`src/rtl/calc_pkg.sv`:
```
// rtl/calc_pkg.sv - shared state encoding and default sizing for the correlation sequencer
package calc_pkg;

  localparam int NUM_WIN_DEF = 4;
  localparam int WLEN_W_DEF  = 5;

  typedef enum logic [2:0] {
    S_IDLE,
    S_CLEAR,
    S_ACC,
    S_TERM,
    S_LOAD,
    S_PRES,
    S_ADV,
    S_DONE
  } calc_state_e;

endpackage

```
`src/rtl/calc_win_counter.sv`:
```
// rtl/calc_win_counter.sv - sample-within-window and window counters for one run
module calc_win_counter
  import calc_pkg::*;
#(
  parameter int NUM_WIN = NUM_WIN_DEF,
  parameter int WLEN_W  = WLEN_W_DEF
) (
  input  logic              clk,
  input  logic              rst,
  input  logic              inc,
  input  logic              clr,
  input  logic [WLEN_W-1:0] len,
  output logic              last_sample,
  output logic              last_win,
  output logic              first_sample
);

  localparam int WIN_W = (NUM_WIN > 1) ? $clog2(NUM_WIN) : 1;

  logic [WLEN_W-1:0] sample_q, sample_d;
  logic [WIN_W-1:0]  win_q, win_d;

  // A zero length behaves as a one-sample window.
  assign last_sample  = (len == '0) || (sample_q == len - WLEN_W'(1));
  assign last_win     = (win_q == WIN_W'(NUM_WIN - 1));
  assign first_sample = (sample_q == '0);

  always_comb begin
    sample_d = sample_q;
    win_d    = win_q;
    if (clr) begin
      sample_d = '0;
      win_d    = '0;
    end else if (inc) begin
      if (last_sample) begin
        sample_d = '0;
        win_d    = last_win ? '0 : win_q + WIN_W'(1);
      end else begin
        sample_d = sample_q + WLEN_W'(1);
      end
    end
  end

  always_ff @(posedge clk) begin
    if (rst) begin
      sample_q <= '0;
      win_q    <= '0;
    end else begin
      sample_q <= sample_d;
      win_q    <= win_d;
    end
  end

endmodule

```
`src/rtl/calc_seq_ctrl.sv`:
```
// rtl/calc_seq_ctrl.sv - run sequencer: clear, accumulate windows, terminate, read out results
module calc_seq_ctrl
  import calc_pkg::*;
#(
  parameter int NUM_WIN = NUM_WIN_DEF,
  parameter int WLEN_W  = WLEN_W_DEF
) (
  input  logic              clk,
  input  logic              rst,
  input  logic              start,
  input  logic              abort,
  input  logic [WLEN_W-1:0] win_len,
  input  logic              din_valid,
  output logic              din_ready,
  output logic              acc_clr,
  output logic              acc_work,
  output logic              acc_change,
  output logic              rd_final,
  output logic              rd_next,
  output logic              out_valid,
  input  logic              out_ready,
  output logic [1:0]        out_win,
  output logic              busy,
  output logic              done
);

  localparam logic [1:0] LAST_OUT = 2'(NUM_WIN - 1);

  calc_state_e       state_q;
  logic [WLEN_W-1:0] len_q;
  logic [1:0]        out_win_q;
  logic              live;
  logic              accept;
  logic              last_sample, last_win, first_sample;

  // Abort silences every strobe in the cycle it is seen.
  assign live   = !abort;
  assign accept = (state_q == S_ACC) && din_valid && live;

  calc_win_counter #(
    .NUM_WIN (NUM_WIN),
    .WLEN_W  (WLEN_W)
  ) u_win_counter (
    .clk          (clk),
    .rst          (rst),
    .inc          (accept),
    .clr          (state_q == S_CLEAR),
    .len          (len_q),
    .last_sample  (last_sample),
    .last_win     (last_win),
    .first_sample (first_sample)
  );

  always_ff @(posedge clk) begin
    if (rst) begin
      state_q   <= S_IDLE;
      len_q     <= '0;
      out_win_q <= '0;
    end else if (abort && state_q != S_IDLE) begin
      state_q <= S_IDLE;
    end else begin
      case (state_q)
        S_IDLE: if (start) begin
          len_q   <= win_len;
          state_q <= S_CLEAR;
        end
        S_CLEAR: begin
          out_win_q <= '0;
          state_q   <= S_ACC;
        end
        S_ACC:   if (accept && last_sample && last_win) state_q <= S_TERM;
        S_TERM:  state_q <= S_LOAD;
        S_LOAD: begin
          out_win_q <= '0;
          state_q   <= S_PRES;
        end
        S_PRES:  if (out_ready) state_q <= (out_win_q != LAST_OUT) ? S_ADV : S_DONE;
        S_ADV: begin
          out_win_q <= out_win_q + 2'd1;
          state_q   <= S_PRES;
        end
        S_DONE:  state_q <= S_IDLE;
        default: state_q <= S_IDLE;
      endcase
    end
  end

  assign din_ready  = (state_q == S_ACC) && live;
  assign acc_clr    = (state_q == S_CLEAR) && live;
  assign acc_work   = accept || ((state_q == S_TERM) && live);
  assign acc_change = (accept && first_sample) || ((state_q == S_TERM) && live);
  assign rd_final   = (state_q == S_LOAD) && live;
  assign rd_next    = (state_q == S_ADV) && live;
  assign out_valid  = (state_q == S_PRES) && live;
  assign out_win    = out_win_q;
  assign busy       = (state_q != S_IDLE);
  assign done       = (state_q == S_DONE) && live;

endmodule

```
`config.mk`:
```
export PLATFORM = sky130hd
export DESIGN_NAME = calc_seq_ctrl
export DESIGN_NICKNAME = d
export VERILOG_FILES = /design/src/rtl/calc_pkg.sv /design/src/rtl/calc_win_counter.sv /design/src/rtl/calc_seq_ctrl.sv
export SDC_FILE = /design/constraint.sdc
export NUM_CORES = 1
export LEC_CHECK = 0
export ABC_AREA = 1
export CAP_MARGIN = 25
export CORE_AREA = 8 8 61 50
export DETAILED_ROUTE_END_ITERATION = 7
export DIE_AREA = 0 0 69 58
export MAX_ROUTING_LAYER = met4
export PLACE_DENSITY = 0.76
export SLEW_MARGIN = 25
export SYNTH_ARGS = -nofsm -noshare
export SYNTH_HDL_FRONTEND = slang
export SYNTH_SLANG_ARGS = --single-unit
```
`constraint.sdc`:
```
create_clock -name clk -period 2.4 [get_ports clk]
set_input_delay 0.6 -clock clk [delete_from_list [all_inputs] [get_ports clk]]
set_output_delay 0.6 -clock clk [all_outputs]
set_load 0.005 [all_outputs]
```
Word level (Yosys, flattened, before mapping)
Index checks and enable logic that the tools add are counted.
- latch bits: 0
- output and inout bits: 11
- bits in writable memories: 0
- input bits: 11
- memories kept: 0
- bits in read-only memories: 0
- bits in registers: 17
- shift-type cells: 0
- div/mod/pow operators: 0
- eq/ne operators: 13
- add/sub/neg operators: 4
- mux-type cells: 8
- $lt $le $gt $ge: 0
- reductions and logical operators: 30
- multiply operators: 0
- bitwise gates (word level): 1
- operators by type and width (kind ; number):
    $pmux W3 S7 ; 1
    $logic_and A1 B1 Y1 ; 13
    $eq A3 B3 Y1 const B ; 4
    $logic_not A5 Y1 ; 2
    $mux W3 ; 3
    $reduce_or A2 Y1 ; 4
    $eq A3 B2 Y1 const B ; 2
    $ne A2 B2 Y1 const B ; 3
    $reduce_and A3 Y1 ; 2
    $add A5 B1 Y5 const B ; 1
    $eq A5 B5 Y1 ; 1
    $mux W5 ; 1
    $sub A5 B1 Y5 const B ; 1
    $add A2 B1 Y2 const B ; 2
    $pmux W2 S2 ; 1
    $reduce_and A2 Y1 ; 2
    $eq A3 B1 Y1 const B ; 1
    $logic_not A3 Y1 ; 1
    $logic_or A1 B1 Y1 ; 3
    $reduce_bool A3 Y1 ; 1
    $eq A2 B2 Y1 const B ; 1
    $mux W2 ; 1
    $ne A2 B1 Y1 const B ; 1
    $reduce_bool A2 Y1 ; 1
    other kinds (3) ; 3

Longest topological paths before layout
Gate-level depths: netlist of run 1.
- depth in word-level cells: 7
- gate-level depth with buffers: 14
- depth with buffers taken out: 14

Hierarchy
Synthesis of run 1 repeated with hierarchy kept, for this count alone.
- cells, all modules: 174
- area, all modules: 1169.9 um2
- modules (own cells, without submodules) (module ; cells each ; area an instance (um2) ; sequential area each (um2) ; times used):
    calc_seq_ctrl ; 88 ; 611.8 ; 200.2 ; 1
    calc_win_counter ; 86 ; 558.0 ; 140.1 ; 1

Worst setup path before layout of run 1
OpenSTA, ideal clock, no wires.
- kind: input to output
- start point: input abort
- end point: output acc_change
- arrival time: 1152 ps
- cell stages on the path: 4
- data required time: 1800 ps
- path buffers: 1
- setup slack: 648 ps
- path through: buf_2 > nor2_4 > inv_2 > o21ai_0
- longest elaborated chain between the ends: 4
- elaborated cells between the ends (all ways): 5
- classes of those cells: reduce/logical: 5
- RTL lines (what ; line ; source):
    start, declared ; calc_seq_ctrl.sv:11 ; input logic abort,
    $logic_not A1 Y1 * ; calc_seq_ctrl.sv:37 ; assign live = !abort;
    $logic_and A1 B1 Y1 ; calc_seq_ctrl.sv:38 ; assign accept = (state_q == S_ACC) && din_valid && live;
    $logic_and A1 B1 Y1 ; calc_seq_ctrl.sv:91 ; assign acc_change = (accept && first_sample) || ((state_q == S_TERM) && live);
    $logic_or A1 B1 Y1 * ; calc_seq_ctrl.sv:91 ;
    end, declared ; calc_seq_ctrl.sv:17 ; output logic acc_change,
Mark *: on every way between the ends. The rest lies on a longest branch, timed or not.

Worst setup path in the final report of run 1
- start point: input abort
- end point: output din_ready
- longest elaborated chain between the ends: 2
- RTL lines (what ; line ; source):
    $logic_not A1 Y1 ; calc_seq_ctrl.sv:37 ;
    $logic_and A1 B1 Y1 ; calc_seq_ctrl.sv:88 ; assign din_ready = (state_q == S_ACC) && live;
    end, declared ; calc_seq_ctrl.sv:14 ; output logic din_ready,
Every way passes these cells.

==> flow_summary.yaml, run 1 <==
worst_setup_path:
  path_cells: "dlygate4sd2_1 -> nor4_1 -> clkdlybuf4s50_1"
  crit_type: "input pin to primary output"
  worst_setup_path_start_kind: "input pin"
  max_stage_delay_ps: 570
  crit_arrival_ps: 1740
  crit_path_end_kind: "primary output"
  crit_fanout: 6
  r2r_slack_ps: 620
  worst_path_max_delay_cell: "clkdlybuf4s50_1"
  worstPathRequired_ps: 1800
  cp_top_family: "buffers and inverters"
  critPathBufInv: 2
yosys:
  synth_enable_flop_cells: 0
  synth_xor_xnor_area_share_pct: 2.536
  ys_types: 23
  synth_top_area_share_pct: 32.85
  synth_top_family_by_area: "simple AND/OR/NAND/NOR gates"
  ys_async_sr_fraction_pct: 0
  netlist_instances: 155
  synth_largest_area_cell: "dfxtp_1"
  synth_mux_area_share_pct: 0
  mappedNetlistArea_sq_mm: 0.001036
  syn-num-nets: 171
  synthAdderAreaFrac_pct: 6.039
  synthSimpleGateAreaFrac_pct: 35.63
  synth_ff_type: "dfxtp_1"
  yosys-top-cells-area: "dfxtp_1 (33%), nand2_1 (13%), inv_1 (8.0%), nand3_1 (6.3%), ha_1 (6.0%)"
  synth-seq-area-share_pct: 32.85
  synth-compound-area-share_pct: 13.29
  yosysWarnings: 0
  synth_area_per_cell_sq_um: 6.684
  synth-seq-cells: 17
floorplan:
  die_y_um: 58
  fp.dieW_um: 69
  die-area_sq_mm: 0.004002
  initial_core_util_pct: 48.42
  io_pins: 22
  core_sq_mm: 0.002140
  placementRows: 15
sta:
  post-route-period-util_pct: 97.52
  fin_skew_ps: 2.391
  finalSetupTns_ps: 0
  setup_violations: 0
  clock.fmax_mhz: 427.3
  finalMaxSlewViolations: 0
  hold_violations: 0
  tightestPinTransition_ps: 324.3
  relSlewSlack_pct: 78.32
  rsz0062_at_grt: "yes"
  setup_slack_ps: 59.54
  layout_min_cycle_time_ps: 2340
finish:
  fin_cells: 208
  drive_above_1_share_pct: 13.11
  antenna_cells: 0
  nNetsFinal: 200
  syn2layout_area_growth_pct: 30.44
  fin_area_sq_mm: 0.001351
detailed_routing:
  vias: 1057
  drc_errors: 0
  routed_wl_mm: 2.492
  firstDrtPassIters: 4
  ant_nets: 0
  avgViaCountPerCell: 5.082
  drt-initial-drc-count: 34
  post_drt_wl_per_cell_um: 11.98
grt:
  grt_util_met3_pct: 4.770
  grt_pass1_wl_mm: 4.202
  antenna_found_initial: 0
  grt_overflow: 0
  grt_pass1_vias: 992
  grt_use_total_pct: 12.87
  grt_max_degree: 11
  use_met1_pct: 14.61
  grt_busiest_layer: "met2"
  met2_usage_pct: 21.65
clock_network:
  ctsLongestPathBuffers: 2
  clock_sinks: 17
  h-tree-depth: 1
  clockRootBuffer: "clkbuf_4"
  cts_tree: "yes"
  clk_latency_ps: 290
  numCtsBuffers: 3
  worst_setup_hold_path_clk_slew_ps: 100
  holdBufCountCts: 0
place:
  routabilityCongestion: 0.7970
  placed_area_sq_mm: 0.001290
  dp_cells: 202
  numPortBuffers: 21
  place_hpwl_mm: 1.996
  dpl_worst_slack_ps: -266.4
power_and_ir_drop:
  p_sw_mw: 0.3478
  power_density_mw_per_mm2: 660.0
  ir_drop_uv: 373.8
  p_int_mw: 0.5441
  p_sw_share_pct: 38.99
  p_seq_share_pct: 41.9
  leakagePower_nw: 0.6201
  clock_power_share_pct: 17.5
  power_frac_comb_pct: 40.6
flow_run:
  drv_cap: 0
min_path:
  hp-class: "flop to flop"
run_status:
  status: "completed"
==> timing repair <==
action,in CTS,in global routing
resized for setup,7,8
endpoints found under the setup margin,8,5
buffers inserted,0,2
pin swaps,0,1
==> registers in the layout, indices dropped and copies added (netlist names) <==
| register | flops |
|---|---|
| state_q | 3 |
| out_win | 2 |
| u_win_counter.win_q | 2 |
| len_q | 5 |
| u_win_counter.sample_q | 5 |
==> cells in the final DEF (no fill, tap or decap), types with 10 or more instances in the layout <==
master and n:
dfxtp_1 14, a21oi_1 12, clkdlybuf4s50_1 16, nand2_1 36, o21ai_0 10, nand3_1 13, nor2_1 14, inv_1 21
==> power groups by stage <==
stage                     sequential [mW]  combinational, mW  clock, mW
after floorplan                     0.350              0.251          0
after global placement              0.370              0.347          0
after detailed placement            0.371              0.353          0
after CTS                           0.367              0.353      0.160
after global routing                0.379              0.411      0.172
final                               0.373              0.362      0.156
==> Yosys cell counts, drive strengths merged (3+ instances only) <==
master and number:
a21oi 12, dfxtp 17, ha 5, inv 24, nand2 38, nand3 13
nor2 19, nor3 4, o21ai 10, xor2 3
==> final cells by class <==
class | instances | area, sq um
repair buffers | 26 | 241.5
inverters | 24 | 93.84
fillers | 208 | 788.3
flip-flops and latches | 17 | 349.1
well taps | 25 | 31.28
clock buffers | 4 | 26.28
multi-input cells | 112 | 609.3
==> metal layers <==
metal	part of all wire, %	vias to the layer above	routed length, um
li1	-	557	-
met1	49	476	1229
met2	46	22	1138
met3	4.6	2	114
met4	0.40	0	10
met5	0	-	0
==> cell families after synthesis <==
| group | count (synthesis) |
|---|---|
| adders and majority gates | 5 |
| DFF | 17 |
| and+or+nand+nor | 79 |
| AOI/OAI and AO/OA | 25 |
| xor gates and xnor gates | 3 |
| buffers and inverters | 26 |
==> stage by stage <==
step | hold slack, ps | total power [mW] | util (%)
after global placement | 456.7 | 0.7164 | 60.29
after global routing | 517.8 | 0.9618 | 63.16
final | 489.0 | 0.8918 | 63.16
after CTS | 491.3 | 0.8804 | 61.35
after floorplan | 446.0 | 0.6019 | -
after detailed placement | 476.5 | 0.7241 | 60.29
==> final timing paths <==
path	cells past startpoint	endpoint	from
worst max register to register	12	u_win_counter.sample_q[0]	len_q[0]
worst min-delay path	2	u_win_counter.win_q[0]	u_win_counter.win_q[0]
worst max-delay path	3	din_ready	abort
worst min register to register	2	u_win_counter.win_q[0]	u_win_counter.win_q[0]
==> worst reg2reg max path: stages (launching register included) <==
cell and delay [ps]:
dfxtp_1 320, inv_1 120, ha_1 250, inv_1 70
nand2_1 70, nand3_1 70, nand2_1 60, nor2_1 40
nand3_1 50, nand2_1 70, nand2_1 120, nand3_1 220
nor3b_1 230
Power figures use the tool's default switching activity.
==> run 2: changes to the inputs <==
--- a/config.mk
+++ b/config.mk
@@ -11,7 +11,7 @@
 export DETAILED_ROUTE_END_ITERATION = 7
 export DIE_AREA = 0 0 69 58
 export MAX_ROUTING_LAYER = met4
-export PLACE_DENSITY = 0.76
+export PLACE_DENSITY = 0.84
 export SLEW_MARGIN = 25
 export SYNTH_ARGS = -nofsm -noshare
 export SYNTH_HDL_FRONTEND = slang
==> run 2 against run 1 <==
Effect of this change: flip-flop and latch count unchanged; largest cell class unchanged; register-to-register slack worse by 120 ps; die area unchanged.
==> flow_summary.yaml, run 2 (synthesis results as in run 1) <==
worst_setup_path:
  r2r_end: "u_win_counter.sample_q[1]"
  worst_path_max_delay_cell: "clkdlybuf4s50_1"
  r2r-start: "len_q[0]"
  crit_arrival_ps: 1730
  max_stage_delay_ps: 550
  crit_type: "input pin to primary output"
  path_cells: "clkdlybuf4s15_2 -> nor4_4 -> clkdlybuf4s50_1"
  r2r_slack_ps: 500
  cp_top_family: "buffers and inverters"
  crit_fanout: 7
  worst_setup_path_start_kind: "input pin"
  worst-r2r-cell-count: 12
  worstPathRequired_ps: 1800
  crit_path_end_kind: "primary output"
  critPathBufInv: 2
finish:
  fin_cells: 208
  antenna_cells: 0
  syn2layout_area_growth_pct: 33.09
  reg_top3: "len_q x5, u_win_counter.sample_q x5, state_q x3"
  final_cell_mix: "nand2_1 (36), inv_1 (21), clkdlybuf4s50_1 (17), nor2_1 (14), dfxtp_1 (14)"
  fin_util_pct: 64.44
  layout.cells.most_common: "nand2_1"
  drive_above_1_share_pct: 14.21
  nNetsFinal: 200
  fillers: 200
clock_network:
  ctsLongestPathBuffers: 2
  holdBufCountCts: 0
  h-tree-depth: 1
  numCtsBuffers: 3
  cts_tree: "yes"
  clockRootBuffer: "clkbuf_4"
  clk_latency_ps: 310
  worst_setup_hold_path_clk_slew_ps: 100
  clock_sinks: 17
floorplan:
  die-area_sq_mm: 0.004002
  placementRows: 15
  io_pins: 22
  fp.dieW_um: 69
  initial_core_util_pct: 48.42
  die_y_um: 58
  core_sq_mm: 0.002140
place:
  routabilityCongestion: 0.8287
  place_hpwl_mm: 2.082
  dp_cells: 202
  numPortBuffers: 21
  dpl_worst_slack_ps: -300.0
grt:
  grt_pass1_wl_mm: 4.547
  grt_overflow: 0
  antenna_found_initial: 0
  grt_max_degree: 11
  grt_use_total_pct: 14.00
  grt_pass1_vias: 1081
sta:
  layout_min_cycle_time_ps: 2331
  relSlewSlack_pct: 79.67
  finalMaxSlewViolations: 0
  tightestPinTransition_ps: 302.2
  post-route-period-util_pct: 97.14
  hold_violations: 0
  rsz0062_at_grt: "no"
  fin_skew_ps: 12.64
  setup_slack_ps: 68.58
  setup_violations: 0
  clock.fmax_mhz: 428.9
  finalSetupTns_ps: 0
detailed_routing:
  vias: 1078
  drt-initial-drc-count: 67
  drc_errors: 0
  avgViaCountPerCell: 5.183
  routed_wl_mm: 2.756
  firstDrtPassIters: 4
  ant_nets: 0
  post_drt_wl_per_cell_um: 13.25
power_and_ir_drop:
  power_density_mw_per_mm2: 668.1
  leakagePower_nw: 0.6343
  ir_drop_uv: 539.9
run_status:
  status: "completed"
min_path:
  min_from: "u_win_counter.win_q[1]"
  hp-class: "flop to flop"
  whs_path_depth: 2
  min_to: "u_win_counter.win_q[1]"
flow_run:
  drv_cap: 0
==> run 2: how the worst max path moves through the flow <==
stage,slack [ps],depth (start not counted),start,end
after global placement,-290,4,abort,rd_final
final,70,3,abort,out_valid
after CTS,20,5,state_q[0],acc_clr
after floorplan,650,4,abort,acc_change
after detailed placement,-300,3,abort,out_valid
after global routing,2,5,state_q[2],rd_next
==> run 2: layout make-up <==
cell class / instances / area [sq um] / share of cell area [%]
clock buffer: 3 / 22.52 / 1.633
sequential: 17 / 349.1 / 25.32
multi-input combinational: 112 / 628.1 / 45.55
inverter: 24 / 93.84 / 6.806
clock inverter: 1 / 5.005 / 0.3630
timing repair buffer: 26 / 249.0 / 18.06
tap: 25 / 31.28 / 2.269
==> run 2: what timing repair did <==
action,4_1_cts,5_1_grt
gates resized for setup,9,10
gates cloned,0,0
buffers inserted,0,2
setup endpoints to repair,8,3
==> run 2: layer usage <==
metal,track usage [%],wire (um)
met1,15.26,1247
met2,23.49,1345
met3,4.600,121
met5,-,0
met4,5.248,41
==> run 2: report_power, final <==
group	leakage, nW	switching (mW)	total (mW)	internal, mW
logic	0.476	0.220	0.377	0.157
clock network	0.0177	0.104	0.167	0.0623
registers	0.141	0.0529	0.378	0.325
total	0.634	0.377	0.921	0.544
==> run 2: worst register-to-register path: cells and delay by family, from the launching register on <==
family                     cells  cell delay, ps
and+or+nand+nor                8             710
DFF                            1             330
buffers and inverters          2             220
AOI/OAI and AO/OA              1             290
adders and majority gates      1             260
==> run 2: per-stage QoR <==
| step | hold slack (ps) | cell area (sq um) | total power [mW] |
|---|---|---|---|
| 6_report | 502.5 | 1379 | 0.9211 |
| 5_1_grt | 521.8 | 1379 | 0.9898 |
| 4_1_cts | 489.8 | 1326 | 0.8946 |
| 3_5_place_dp | 475.0 | 1290 | 0.7272 |
| 3_3_place_gp | 454.3 | 1290 | 0.7111 |
| 2_1_floorplan | 446.0 | 1036 | 0.6019 |
==> run 3: changes to the inputs <==
--- a/config.mk
+++ b/config.mk
@@ -10,6 +10,7 @@
 export CORE_AREA = 8 8 61 50
 export DETAILED_ROUTE_END_ITERATION = 7
 export DIE_AREA = 0 0 69 58
+export HOLD_SLACK_MARGIN = 0.12
 export MAX_ROUTING_LAYER = met4
 export PLACE_DENSITY = 0.84
 export SLEW_MARGIN = 25
==> results of run 3 <==
No change in the layout: final DEF, timing and power equal those of run 2.
